$ cat src/rtl/jtframe_db15_pkg.sv
// Shared types and constants for the DB15 joystick reader (74HC165 chain, two players).
// The state encoding and bit map are used by jtframe_db15_joy and jtframe_db15_deb.
package jtframe_db15_pkg;

  typedef enum logic [1:0] {
    IDLE  = 2'd0,
    LOAD  = 2'd1,
    SHIFT = 2'd2,
    DONE  = 2'd3
  } db15_state_e;

  // Per-player bit positions inside each 12-bit field
  localparam int RIGHT = 0;
  localparam int LEFT  = 1;
  localparam int DOWN  = 2;
  localparam int UP    = 3;
  localparam int BUT1  = 4;
  localparam int BUT2  = 5;
  localparam int BUT3  = 6;
  localparam int BUT4  = 7;
  localparam int BUT5  = 8;
  localparam int BUT6  = 9;
  localparam int START = 10;
  localparam int COIN  = 11;

  localparam int PLAYER_BITS = 12;
  localparam int FRAME_BITS  = 2 * PLAYER_BITS;
  localparam int LOAD_TICKS  = 2;

  // The chain reads all-low when no joystick board is plugged in, which
  // shows up as all ones after inversion.
  function automatic logic is_disconnected(input logic [FRAME_BITS-1:0] inv_raw);
    return &inv_raw;
  endfunction

endpackage

$ cat src/rtl/jtframe_db15_deb.sv
// Per-bit two-frame debouncer: an output bit follows its input only after two
// consecutive enabled samples agree; clr drops both outputs and history to zero.
module jtframe_db15_deb
  import jtframe_db15_pkg::*;
#(
  parameter int W = FRAME_BITS
) (
  input  logic         clk,
  input  logic         rst_n,
  input  logic         en,
  input  logic         clr,
  input  logic [W-1:0] d,
  output logic [W-1:0] q
);

  logic [W-1:0] hist;
  logic [W-1:0] agree;

  assign agree = ~(d ^ hist);

  always_ff @(posedge clk or negedge rst_n) begin
    if (!rst_n) begin
      hist <= '0;
      q    <= '0;
    end else if (en) begin
      if (clr) begin
        hist <= '0;
        q    <= '0;
      end else begin
        hist <= d;
        q    <= (agree & d) | (~agree & q);
      end
    end
  end

endmodule

$ cat src/rtl/jtframe_db15_joy.sv
// Reads two DB15 arcade joysticks through a 24-bit 74HC165 chain and publishes
// active-high words per player with an update strobe. Define
// JTFRAME_DB15_DEBOUNCE_EN to add a two-frame debouncer on every bit.
module jtframe_db15_joy
  import jtframe_db15_pkg::*;
#(
  parameter int CLKDIV     = 8,
  parameter int POLL_TICKS = 2000
) (
  input  logic        clk,
  input  logic        rst_n,
  input  logic        joy_data,
  output logic        joy_clk,
  output logic        joy_load,
  output logic [15:0] board_joy1,
  output logic [15:0] board_joy2,
  output logic        joy_present,
  output logic        upd
);

  localparam int DW = (CLKDIV > 1) ? $clog2(CLKDIV) : 1;
  localparam int TW = $clog2(POLL_TICKS + LOAD_TICKS + 1);
  localparam int IW = $clog2(FRAME_BITS);

  logic [DW-1:0] div_cnt;
  logic          tick;

  logic [1:0]    data_sync;
  logic          data_s;

  db15_state_e   st, st_nx;
  logic [TW-1:0] tcnt, tcnt_nx;
  logic [IW-1:0] idx, idx_nx;
  logic          joy_clk_nx, joy_load_nx;
  logic          sample;

  logic [FRAME_BITS-1:0] shreg;
  logic [FRAME_BITS-1:0] frame_q;
  logic                  done;
  logic                  disc;

  // Free-running divider; a tick marks every half period of the shift clock
  assign tick = (div_cnt == DW'(CLKDIV - 1));

  always_ff @(posedge clk or negedge rst_n) begin
    // NOTE: sequential state always uses non-blocking assignments so every
    // flop samples pre-edge values regardless of block ordering.
    if (!rst_n)    div_cnt <= '0;
    else if (tick) div_cnt <= '0;
    else           div_cnt <= div_cnt + DW'(1);
  end

  always_ff @(posedge clk or negedge rst_n) begin
    if (!rst_n) data_sync <= 2'b11;
    else        data_sync <= {data_sync[0], joy_data};
  end
  assign data_s = data_sync[1];

  always_comb begin
    // NOTE: every variable gets a default first so no path infers a latch.
    st_nx       = st;
    tcnt_nx     = tcnt;
    idx_nx      = idx;
    joy_clk_nx  = joy_clk;
    joy_load_nx = joy_load;
    sample      = 1'b0;
    case (st)
      IDLE: if (tick) begin
        if (tcnt == TW'(POLL_TICKS - 1)) begin
          st_nx       = LOAD;
          tcnt_nx     = '0;
          joy_load_nx = 1'b0;
        end else begin
          tcnt_nx = tcnt + TW'(1);
        end
      end
      LOAD: if (tick) begin
        if (tcnt == TW'(LOAD_TICKS - 1)) begin
          st_nx       = SHIFT;
          tcnt_nx     = '0;
          idx_nx      = '0;
          joy_load_nx = 1'b1;
        end else begin
          tcnt_nx = tcnt + TW'(1);
        end
      end
      SHIFT: if (tick) begin
        if (!joy_clk) begin
          // Data is sampled just before the rising edge shifts the chain
          sample     = 1'b1;
          joy_clk_nx = 1'b1;
        end else begin
          joy_clk_nx = 1'b0;
          if (idx == IW'(FRAME_BITS - 1)) st_nx  = DONE;
          else                            idx_nx = idx + IW'(1);
        end
      end
      DONE:    st_nx = IDLE;
      default: st_nx = IDLE;
    endcase
  end

  always_ff @(posedge clk or negedge rst_n) begin
    if (!rst_n) begin
      st       <= IDLE;
      tcnt     <= '0;
      idx      <= '0;
      joy_clk  <= 1'b0;
      joy_load <= 1'b1;
    end else begin
      st       <= st_nx;
      tcnt     <= tcnt_nx;
      idx      <= idx_nx;
      joy_clk  <= joy_clk_nx;
      joy_load <= joy_load_nx;
    end
  end

  // Holds inverted (active-high) chain bits; only read out in DONE
  always_ff @(posedge clk or negedge rst_n) begin
    if (!rst_n)      shreg      <= '0;
    else if (sample) shreg[idx] <= ~data_s;
  end

  assign done = (st == DONE);
  assign disc = is_disconnected(shreg);
  assign upd  = done;

`ifdef JTFRAME_DB15_DEBOUNCE_EN
  jtframe_db15_deb #(
    .W (FRAME_BITS)
  ) u_deb (
    .clk   (clk),
    .rst_n (rst_n),
    .en    (done),
    .clr   (disc),
    .d     (shreg),
    .q     (frame_q)
  );
`else
  always_ff @(posedge clk or negedge rst_n) begin
    if (!rst_n)    frame_q <= '0;
    else if (done) frame_q <= disc ? '0 : shreg;
  end
`endif

  always_ff @(posedge clk or negedge rst_n) begin
    if (!rst_n)    joy_present <= 1'b0;
    else if (done) joy_present <= ~disc;
  end

  assign board_joy1 = {4'h0, frame_q[PLAYER_BITS-1:0]};
  assign board_joy2 = {4'h0, frame_q[FRAME_BITS-1:PLAYER_BITS]};

endmodule

$ cat config.mk
export PLATFORM = sky130hd
export DESIGN_NAME = jtframe_db15_joy
export DESIGN_NICKNAME = d
export VERILOG_FILES = /design/src/rtl/jtframe_db15_pkg.sv /design/src/rtl/jtframe_db15_deb.sv /design/src/rtl/jtframe_db15_joy.sv
export SDC_FILE = /design/constraint.sdc
export NUM_CORES = 1
export LEC_CHECK = 0
export BUFFER_PORTS_ARGS = -buffer_cell sky130_fd_sc_hd__buf_2
export CAP_MARGIN = 15
export CORE_MARGIN = 2
export CORE_UTILIZATION = 38
export DETAILED_ROUTE_END_ITERATION = 10
export GPL_TIMING_DRIVEN = 0
export PLACE_DENSITY = 0.64
export SLEW_MARGIN = 20
export SYNTH_ARGS = -nofsm -noshare
export SYNTH_HDL_FRONTEND = slang
export SYNTH_HIERARCHICAL = 1
export SYNTH_SLANG_ARGS = --single-unit
export TNS_END_PERCENT = 100
$ cat constraint.sdc
create_clock -name clk -period 2.7 [get_ports clk]
set_clock_uncertainty 0.1 [all_clocks]
set_input_delay 0.135 -clock clk [delete_from_list [all_inputs] [get_ports clk]]
set_output_delay 0.135 -clock clk [all_outputs]
set_load 0.005 [all_outputs]
# After elaboration in Yosys (flattened, before gate mapping)
# Cells that the tools add are included.
dict set report word_totals {
  latch_bits 0
  rom_bits 0
  elab_cells 74
  input_bits 3
  ramBits 0
  mem_count 0
  output_inout_bits 36
  reg_bits 74
}
dict set report op_classes {
  mul 0
  addsub 3
  n_shift 0
  eq_ne 15
  mux 32
  bitwise 2
  reduce_logical 10
  n_lt_le_gt_ge 2
  div 0
}
# operator count
set op_table {}
lappend op_table {{11-bit two-way mux} 4}
lappend op_table {{5-bit two-way mux} 5}
lappend op_table {{24-bit bitwise mux} 1}
lappend op_table {{24-bit two-way mux} 1}
lappend op_table {{24-bit AND reduction} 1}
lappend op_table {{11-bit case mux with 2 select lines} 1}
lappend op_table {{2-bit != test, second input constant} 8}
lappend op_table {{2-bit two-way mux} 7}
lappend op_table {{11-bit by 1-bit adder with 11-bit output, second input constant} 1}
lappend op_table {{11-bit by 1-bit == test with 1-bit output, second input constant} 1}
lappend op_table {{11-bit == test, second input constant} 1}
lappend op_table {{5-bit case mux with 2 select lines} 1}
lappend op_table {{1-bit two-way mux} 8}
lappend op_table {{2-bit case mux with 4 select lines} 1}
lappend op_table {{7-bit AND reduction} 1}
lappend op_table {{5-bit by 6-bit < comparator with 1-bit output, second input constant} 1}
lappend op_table {{6-bit AND reduction} 1}
lappend op_table {{5-bit by 1-bit adder with 5-bit output, second input constant} 1}
lappend op_table {{1-bit demux with 5-bit select} 1}
lappend op_table {{5-bit == test, second input constant} 1}
lappend op_table {{5-bit by 1-bit >= comparator with 1-bit output, second input constant} 1}
lappend op_table {{5-bit AND reduction} 1}
lappend op_table {{2-bit == test, second input constant} 2}
lappend op_table {{2-bit nonzero test} 2}
lappend op_table {{10 further kinds} 11}

# Longest topological paths before layout
# Gate-level depths: netlist of run 1.
dict set report depth {
  depth_word 5
  ltp_mapped 7
  mapped_depth_nobuf 6
}

# Worst setup path after synthesis of run 1
# No wires, ideal clock.
dict set report synth_path {
  path_kind {reg2reg}
  startpoint {reg tcnt[1]}
  endpoint {reg st[1]}
  setup_time_ns 0.128
  t_required_ns 2.472
  path_buffers 0
  t_arrival_ns 1.627
  slack_ns 0.846
  period_less_slack_ns 1.854
  stages_incl_launch_ff 7
  cell_sequence {dfrtp_1 > inv_1 > ha_1 > nor4b_4 > a31oi_1 > nor4_2 > mux2_1}
}
dict set report synth_via {
  elab_chain_len 3
  elab_cells_between_ends 5
  cone_classes {eq/ne: 4; reduce/logical: 1}
}
# item line_no
set synth_lines {}
lappend synth_lines {{from (decl)} jtframe_db15_joy.sv:32} ;# logic [TW-1:0] tcnt, tcnt_nx;
lappend synth_lines {{from (signal assigned)} jtframe_db15_joy.sv:112} ;# tcnt <= tcnt_nx;
lappend synth_lines {{11-bit by 1-bit == test with 1-bit output or 11-bit == test (tied branches)} {jtframe_db15_joy.sv:78, jtframe_db15_joy.sv:69}}
lappend synth_lines {{2-bit != test (no line)} -}
lappend synth_lines {{7-bit AND reduction (no line) *} -}
lappend synth_lines {{to (signal assigned)} jtframe_db15_joy.sv:111} ;# st <= st_nx;
lappend synth_lines {{to (decl)} jtframe_db15_joy.sv:31} ;# db15_state_e st, st_nx;
# Mark *: on every way between the ends. The rest lies on a longest branch, timed or not.
# A chain may end at the register's enable or synchronous reset.

# Worst setup path after layout of run 1
dict set report layout_path {
  startpoint {reg tcnt[0]}
  endpoint {reg st[1]}
}
# The elaborated chain is that of the path after synthesis.

==> results of run 1 <==
## flip-flops by register name (all words and copies together), names as in the netlist
signal and count:
frame_q 24, div_cnt 3, data_sync 2, st 2
joy_present 1, tcnt 11, joy_load 1, idx 5
joy_clk 1, shreg 24
## worst max-delay path: cells and delay by family (launching register included)
family	cells	cell delay (ps)
mux	1	350
flops	1	420
fa+ha+maj	1	200
compound gates	1	300
simple gates	2	680
## where the power goes
part	leakage, uW	switching, uW	internal (uW)
logic	0.000803	30.7	14.5
clock network	0.000118	434	557
registers	0.00101	1.62	1110
## how the worst max path moves through the flow
stage	slack (ps)	startpoint	to
2_1_floorplan	850	tcnt[1]$_DFFE_PN0P_	st[1]$_DFFE_PN0P_
3_3_place_gp	590	div_cnt[0]$_DFF_PN0_	tcnt[9]$_DFFE_PN0P_
3_5_place_dp	560	tcnt[0]$_DFFE_PN0P_	st[1]$_DFFE_PN0P_
4_1_cts	530	tcnt[0]$_DFFE_PN0P_	st[1]$_DFFE_PN0P_
5_1_grt	300	tcnt[0]$_DFFE_PN0P_	st[1]$_DFFE_PN0P_
6_report	540	tcnt[0]$_DFFE_PN0P_	st[1]$_DFFE_PN0P_
## placed cells by master (no fill, tap or decap), types with 4 or more instances in the layout
cell type / synthesis / layout
nand2_1: 36 / 36
ha_1: 13 / 13
clkbuf_8: 0 / 10
nand3_1: 7 / 7
o22ai_1: 22 / 22
nor3_1: 6 / 6
nor4_1: 4 / 4
nor2_1: 38 / 38
nor3b_1: 4 / 4
conb_1: 1 / 8
dfrtp_1: 71 / 71
xnor2_1: 6 / 6
a21oi_1: 33 / 33
buf_4: 8 / 9
o21ai_0: 5 / 5
nand4b_1: 5 / 5
nand4_1: 8 / 8
a31oi_1: 11 / 11
buf_2: 4 / 33
clkbuf_1: 9 / 9
inv_1: 37 / 37
## stage by stage
| stage | setup WS, ps | hold WS, ps |
|---|---|---|
| floorplan | 845.6 | -260.6 |
| detailed placement | 561.4 | 24.35 |
| finish | 538.5 | 172.0 |
| CTS | 533.2 | 176.4 |
| global placement | 589.7 | 142.5 |
| global route | 300.9 | 198.8 |
## area by class of cell
class                           count  area, sq um  share of cell area, %
Sequential cell                    74         1856                  43.67
Buffer                             25        143.9                  3.386
Multi-Input combinational cell    248         1524                  35.87
Clock inverter                      6        95.09                  2.238
Tap cell                          129        161.4                  3.799
Inverter                           37        138.9                  3.269
Clock buffer                       10        137.6                  3.239
Timing Repair Buffer               33        192.7                  4.535
## routing by layer
| metal | global-route usage, % | part of all wire [%] | wire length [microns] | vias to the layer above |
|---|---|---|---|---|
| li1 | - | - | - | 1405 |
| met5 | 0 | 0 | 0 | - |
| met4 | 5.846 | 1.7 | 134 | 0 |
| met3 | 4.104 | 3.8 | 294 | 11 |
| met2 | 27.13 | 48 | 3681 | 61 |
| met1 | 20.00 | 46 | 3561 | 1332 |
## cell families after synthesis
| family | count (synthesis) | share of synthesized area, % |
|---|---|---|
| XOR/XNOR | 7 | 1.686 |
| AO/OA/AOI/OAI | 91 | 15.62 |
| flip-flops | 74 | 51.03 |
| multiplexers | 1 | 0.3097 |
| AND/OR/NAND/NOR | 128 | 19.00 |
| adder cells (fa/ha/maj) | 13 | 4.474 |
| buffers and inverters | 62 | 7.777 |
| other | 1 | 0.1031 |
==> metrics.md, run 1 <==
| Metric | Value |
|---|---|
| Status | `finished clean` |
| FF-to-FF path depth | `5` |
| Worst-skew pair later-pin latency | `360 ps` |
| Final Setup Violations | `0` |
| Nets | `444` |
| Core ar. | `0.009284 sq mm` |
| Rows | `35` |
| Total clock sinks | `74` |
| Crit-path max FO | `5` |
| Worst setup EP type | `flip-flop` |
| Initial antenna violation count | `0` |
| DR vias | `2,809` |
| Register area share after synthesis | `51.03%` |
| CP peak stage delay | `420 ps` |
| CP Data Arrival Time | `2300 ps` |
| CTS tree | `built` |
| Most frequent cell after synthesis | `dfrtp_1` |
| Die Height | `101.8 microns` |
| RSZ-0062 raised after global routing | `false` |
| Clock Tree Buf Depth | `2` |
| DRC viols | `0` |
| First-pass GRT wire length | `13.01 mm` |
| Slowest-stage cell, CP | `dfrtp_1` |
| Leak | `0.001930 uW` |
| ANT nets after route | `0` |
| Chip Width | `101.8 microns` |
| Reg-to-Reg End | `st[1]$_DFFE_PN0P_` |
| Starting DRT DRC Count | `86` |
| WS Path Type | `reg -> reg` |
| Initial Utilization | `39.16%` |
| I/O pin total | `39` |
| CTS Buf Count | `9` |
| Routability cong. | `0.8221` |
| Crit Reg-Reg Startpoint | `tcnt[0]$_DFFE_PN0P_` |
| Minimum clock period | `2161 ps` |
| Post-route cell area | `0.004249 sq mm` |
| GRT Overall Usage | `16.08%` |
| CTS clk-pin slew, worst paths | `90 ps` |
| Hold Crit Class | `in -> async` |
| Total die area | `0.01037 sq mm` |
| Dpl cells | `544` |
| Largest area contributor in the netlist | `dfrtp_1` |
| Placed inst area | `0.003996 sq mm` |
| Fill cells | `924` |
| Total power | `2147 uW` |
| Post-cts gate resize count | `0` |
| Fin Setup TNS | `0 ps` |
| Mean routed wirelength per cell | `13.65 microns` |
| Fmax | `462.6 MHz` |
| 1st-pass router iterations | `5` |
| Pwr per Cell Area | `505.4 mW/mm^2` |
| Asr flop ratio synth | `100.0%` |
| Final Hold Violating Endpoints | `0` |
| Setup repair bufs after CTS | `0` |
| Detailed Place HPWL | `5.504 mm` |
| Port Buf Inserts | `30` |
| Flops & latches, synth | `74` |
| Hold_buf cts | `2` |
| R2R setup slack | `540 ps` |
| Count of different cell masters after synthesis | `52` |
| Post-synth EDFFs | `0` |
| Final Cycle Share | `80.06%` |
| MaxCap Viol Count | `0` |
| Syn Area/Cell | `9.645 sq um` |
| Top FF cell, synth | `dfrtp_1` |
| Synth area leaders | `dfrtp_1 (49%), a21oi_1 (4.5%), ha_1 (4.5%), nor2_1 (3.9%), inv_1 (3.8%)` |
| Worst slew pin tran | `700.5 ps` |
| Yosys top cell area share | `48.86%` |
| Grt total ovfl | `0` |
| VDD IR max | `302.6 uV` |
| Vias per Instance | `4.998` |
| Mapped Cells | `377` |
| Area Overhead vs Synth | `16.86%` |
| Largest net degree at the start of global routing | `41` |
| Critical Path Start Type | `flip-flop` |
| ANT cells | `0` |
| Post-Layout Cell Count | `562` |
| Final Util | `45.77%` |
| Synth top cells by count | `dfrtp_1 (71), nor2_1 (38), inv_1 (37)` |
| Cell Chain, Critical Path | `ha_1 -> nor4bb_1 -> a41oi_1 -> nor4_2 -> mux2_1` |
| CP Data Required Time | `2840 ps` |
| H-tree depth | `3` |
| Ys Warns | `6` |
| Total wire length | `7.672 mm` |
| Slew Limit Fails | `0` |
| Rel. slew slack | `52.99%` |
| Share of layout cells above drive strength 1 | `17.78%` |
| Clock root cell | `clkbuf_8` |
| Synth Cell Area | `0.003636 sq mm` |
| Vias in the first global route | `2,756` |
Power figures use the tool's default switching activity.
==> inputs of run 2 (changes only) <==
- clock period: 2.7 -> 2 ns (I/O delays scaled with it)
==> metrics.md, run 2 (synthesis results as in run 1) <==
| Metric | Value |
|---|---|
| Status | `finished clean` |
| CP Data Required Time | `2140 ps` |
| Core ar. | `0.009284 sq mm` |
| Most frequent cells in the layout | `dfrtp_1 (70), nor2_1 (38), inv_1 (36)` |
| CTS Buf Count | `9` |
| Cell Chain, Critical Path | `inv_1 -> ha_2 -> nor4b_4 -> buf_4 -> a31oi_4 -> nor4_4 -> mux2_4` |
| Chip Width | `101.8 microns` |
| Initial antenna violation count | `0` |
| Share of layout cells above drive strength 1 | `23.62%` |
| DR vias | `2,862` |
| MaxCap Viol Count | `0` |
| H-tree depth | `3` |
| Biggest regs | `frame_q (24), shreg (24), tcnt (11)` |
| Dpl cells | `544` |
| Worst setup EP type | `flip-flop` |
| R2R setup slack | `30 ps` |
| Worst slew pin tran | `534.0 ps` |
| Grt total ovfl | `0` |
| Port Buf Inserts | `30` |
| CP top delay family | `simple AND/OR/NAND/NOR gates` |
| Total clock sinks | `74` |
| Die Height | `101.8 microns` |
| Placed inst area | `0.003996 sq mm` |
| Minimum clock period | `1969 ps` |
| Total wire length | `8.005 mm` |
| WS Path Type | `reg -> reg` |
| Detailed Place HPWL | `5.504 mm` |
| Slowest-stage cell, CP | `dfrtp_1` |
| DRC viols | `0` |
| Vias in the first global route | `2,781` |
| Vias per Instance | `5.065` |
| Final Hold Violating Endpoints | `0` |
| Critical Path Start Type | `flip-flop` |
| First-pass GRT wire length | `13.24 mm` |
| ANT cells | `0` |
| Fill cells | `901` |
| I/O pin total | `39` |
| Area Overhead vs Synth | `22.06%` |
| Final Setup Violations | `0` |
| Rows | `35` |
| Post-Layout Cell Count | `565` |
| Buf+Inv Stages, Crit Path | `2` |
| Crit Reg-Reg Startpoint | `tcnt[1]$_DFFE_PN0P_` |
| Fmax | `508.0 MHz` |
| Clock Tree Buf Depth | `2` |
| Post-route cell area | `0.004438 sq mm` |
| Hold Crit Class | `in -> async` |
| Initial Utilization | `39.16%` |
| CP peak stage delay | `420 ps` |
| Rel. slew slack | `64.24%` |
| Slew Limit Fails | `0` |
| GRT Overall Usage | `16.35%` |
| VDD IR max | `405.2 uV` |
| Crit-path max FO | `4` |
| Final Cycle Share | `98.43%` |
| 1st-pass router iterations | `4` |
| Total die area | `0.01037 sq mm` |
| Largest net degree at the start of global routing | `41` |
| Mean routed wirelength per cell | `14.17 microns` |
| Routability cong. | `0.8221` |
| Pwr per Cell Area | `652.2 mW/mm^2` |
| CTS tree | `built` |
| CP Data Arrival Time | `2110 ps` |
| Most common cell after layout, fill and taps aside | `dfrtp_1` |
| Starting DRT DRC Count | `135` |
| Worst-skew pair later-pin latency | `350 ps` |
| Leak | `0.001949 uW` |
| FF-to-FF path depth | `7` |
| Fin Setup TNS | `0 ps` |
| Clock root cell | `clkbuf_8` |
| CTS clk-pin slew, worst paths | `90 ps` |
| RSZ-0062 raised after global routing | `true` |
| Nets | `447` |
| ANT nets after route | `0` |
| Reg-to-Reg End | `st[1]$_DFFE_PN0P_` |
==> run 2: changes by cell type in the layout (fill, tap and decap cells not counted), moves of 3 or more <==
cell and change:
ha_1 -3, nor3b_4 +4, nor3b_1 -4, buf_4 +3, ha_2 +3
==> run 2: worst max-delay path by stage <==
stage,startpoint,cells past startpoint,to
6_report,tcnt[1]$_DFFE_PN0P_,7,st[1]$_DFFE_PN0P_
5_1_grt,tcnt[1]$_DFFE_PN0P_,7,st[1]$_DFFE_PN0P_
4_1_cts,tcnt[1]$_DFFE_PN0P_,6,st[1]$_DFFE_PN0P_
3_5_place_dp,tcnt[0]$_DFFE_PN0P_,5,st[1]$_DFFE_PN0P_
3_3_place_gp,div_cnt[0]$_DFF_PN0_,7,tcnt[9]$_DFFE_PN0P_
2_1_floorplan,tcnt[1]$_DFFE_PN0P_,6,st[1]$_DFFE_PN0P_
==> run 2: timing repair <==
item / CTS / global route
gates resized for setup: 15 / 23
setup buffers: 0 / 2
setup endpoints to repair: 21 / 46
pin swaps: 2 / 9
hold buffers: 2 / 0
hold endpoints to repair: 56 / 0
gates cloned: 0 / 1
==> run 2: report_power, final <==
part / internal (uW) / leakage (uW) / switching (uW)
registers: 1500 / 0.00101 / 2.18
clock network: 752 / 0.000118 / 581
logic: 19.6 / 0.000824 / 41.4
==> run 2: routing by layer <==
layer / vias up / track usage (%) / share of wire (%)
met3: 9 / 4.104 / 3.8
met2: 57 / 27.73 / 49
met5: - / 0 / 0
met1: 1375 / 20.26 / 46
met4: 0 / 5.949 / 1.4
li1: 1421 / - / -
==> run 2: per-stage QoR <==
step	util [%]	total power (uW)	setup slack [ps]	hold WS (ps)
4_1_cts	46.59	2944	3.306	141.4
3_5_place_dp	43.05	1591	-138.6	-10.65
6_report	47.80	2894	31.37	133.5
2_1_floorplan	-	1550	145.6	-295.6
3_3_place_gp	42.80	1584	-110.3	107.5
5_1_grt	47.80	3008	-68.86	164.1
==> run 2: area by class of cell <==
| class | instances | area, sq um | share of cell area [%] |
|---|---|---|---|
| flip-flops and latches | 74 | 1857 | 41.84 |
| plain buffers | 25 | 157.7 | 3.552 |
| multi-input cells | 249 | 1680 | 37.86 |
| clock inverters | 6 | 95.09 | 2.143 |
| inverters | 37 | 141.4 | 3.186 |
| clock buffers | 10 | 137.6 | 3.101 |
| well taps | 129 | 161.4 | 3.637 |
| repair buffers | 35 | 207.7 | 4.680 |
==> inputs of run 3 (changes only) <==
- CAP_MARGIN: 15 -> 20
- SLEW_MARGIN: 20 -> unset
- clock period: 2 -> 2.1 ns (I/O delays scaled with it)
==> metrics.md, run 3 (synthesis results as in run 1) <==
| Metric | Value |
|---|---|
| Rows | `35` |
| CP Data Required Time | `2240 ps` |
| Vias per Instance | `4.988` |
| Most common cell after layout, fill and taps aside | `dfrtp_1` |
| MaxCap Viol Count | `0` |
| Slowest-stage cell, CP | `dfrtp_1` |
| Biggest regs | `frame_q (24), shreg (24), tcnt (11)` |
| Share of layout cells above drive strength 1 | `21.51%` |
| Grt total ovfl | `0` |
| ANT cells | `0` |
| Total power | `2493 uW` |
| Detailed Place HPWL | `5.414 mm` |
| Starting DRT DRC Count | `121` |
| Critical Path Start Type | `flip-flop` |
| Clock Tree Buf Depth | `2` |
| Final Util | `46.89%` |
| Pwr per Cell Area | `572.8 mW/mm^2` |
| VDD IR max | `273.1 uV` |
| CTS clk-pin slew, worst paths | `80 ps` |
| Initial antenna violation count | `0` |
| Rel. slew slack | `56.50%` |
| Fin Setup TNS | `0 ps` |
| Hold Crit Class | `in -> async` |
| Total die area | `0.01037 sq mm` |
| Final Hold Violating Endpoints | `0` |
| I/O pin total | `39` |
| Vias in the first global route | `2,724` |
| Largest net degree at the start of global routing | `71` |
| Fmax | `496.8 MHz` |
| Worst setup EP type | `flip-flop` |
| DRC viols | `0` |
| CTS Buf Count | `9` |
| Routability cong. | `0.8221` |
| Area Overhead vs Synth | `19.72%` |
| Port Buf Inserts | `30` |
| Slew Limit Fails | `0` |
| ANT nets after route | `0` |
| Worst slew pin tran | `652.6 ps` |
| Total clock sinks | `74` |
| DR vias | `2,823` |
| Clock root cell | `clkbuf_8` |
| Worst-skew pair later-pin latency | `350 ps` |
| H-tree depth | `3` |
| Minimum clock period | `2013 ps` |
| Crit-path max FO | `4` |
| WS Path Type | `reg -> reg` |
| GRT Overall Usage | `16.04%` |
| Hold_ws | `219.6 ps` |
| Final Cycle Share | `95.85%` |
| Die Height | `101.8 microns` |
| 1st-pass router iterations | `4` |
| Chip Width | `101.8 microns` |
| Pre-CTS setup slack | `-37.32 ps` |
| Leak | `0.001939 uW` |
| Total wire length | `7.863 mm` |
| Status | `finished clean` |
| Cell Chain, Critical Path | `ha_1 -> nor4bb_4 -> a41oi_4 -> nor4_4 -> mux2_1` |
| Final Setup Violations | `0` |
| RSZ-0062 raised after global routing | `true` |
| Most frequent cells in the layout | `dfrtp_1 (70), nor2_1 (38), inv_1 (36)` |
| Nets | `448` |
| Initial Utilization | `39.16%` |
| Fill cells | `915` |
| First-pass GRT wire length | `13.03 mm` |
| Final WS setup | `87.14 ps` |
| CP Data Arrival Time | `2150 ps` |
| CP peak stage delay | `400 ps` |
| Core ar. | `0.009284 sq mm` |
| Mean routed wirelength per cell | `13.89 microns` |
| CTS tree | `built` |
-- run 3: changes by cell type in the layout (fill, tap and decap cells not counted), sizes merged --
cell | previous run | this run
clkinv | 1 | 5
inv | 40 | 38
clkbuf | 19 | 20
dlygate4sd3 | 2 | 3
bufinv | 2 | 0
o21ai | 8 | 7
-- run 3: where the power goes --
| part | leakage [uW] | internal (uW) | switching, uW |
|---|---|---|---|
| combinational | 0.000835 | 21.6 | 40.0 |
| clock | 0.0000964 | 463 | 540 |
| sequential | 0.00101 | 1430 | 2.07 |
-- run 3: critical path: cells and delay by family (launching register included) --
kind / cells / cell delay [ps]
AOI/OAI and AO/OA: 1 / 200
DFF: 1 / 400
and+or+nand+nor: 2 / 650
muxes: 1 / 350
adders and majority gates: 1 / 210
-- run 3: final timing paths --
| path | start | end | slack [ps] | cells past startpoint |
|---|---|---|---|---|
| setup / recovery | tcnt[1]$_DFFE_PN0P_ | st[1]$_DFFE_PN0P_ | 90 | 5 |
| hold / removal | rst_n | frame_q[17]$_DFFE_PN0P_ | 220 | 3 |
| setup reg to reg | tcnt[1]$_DFFE_PN0P_ | st[1]$_DFFE_PN0P_ | 90 | 5 |
| hold reg to reg | data_sync[0]$_DFF_PN1_ | data_sync[1]$_DFF_PN1_ | 260 | 0 |
| max in group asynchronous | rst_n | frame_q[20]$_DFFE_PN0P_ | 1110 | 3 |
| min in group clk | data_sync[0]$_DFF_PN1_ | data_sync[1]$_DFF_PN1_ | 260 | 0 |
-- run 3: layout make-up --
type | instances | area, sq um | area share (%)
clock buffers | 10 | 137.6 | 3.162
flip-flops and latches | 74 | 1857 | 42.66
inverters | 37 | 138.9 | 3.191
plain buffers | 25 | 147.6 | 3.392
multi-input cells | 248 | 1637 | 37.60
well taps | 129 | 161.4 | 3.708
clock inverters | 6 | 41.29 | 0.9485
repair buffers | 37 | 232.7 | 5.346
-- run 3: per-stage QoR --
step	area, sq um	cells
2_1_floorplan	3662	384
3_3_place_gp	3974	543
3_5_place_dp	4004	544
4_1_cts	4223	563
5_1_grt	4353	566
6_report	4353	566
-- run 3: layer usage --
metal  wire length, microns  global-route usage [%]  part of all wire [%]  vias up
met5                      0                       0                     0        -
met4                    129                   6.051                   1.6        0
met3                    336                   4.104                   4.3       12
met2                   3812                   26.37                    48       65
met1                   3584                   20.46                    46     1335
li1                       -                       -                     -     1411
-- run 3: what timing repair did --
| item | in CTS | in global routing |
|---|---|---|
| pin swaps | 1 | 2 |
| hold buffers | 3 | 0 |
| gates resized for setup | 2 | 21 |
| endpoints found under the setup margin | 8 | 26 |
| hold endpoints to repair | 72 | 0 |
| buffers inserted | 0 | 3 |
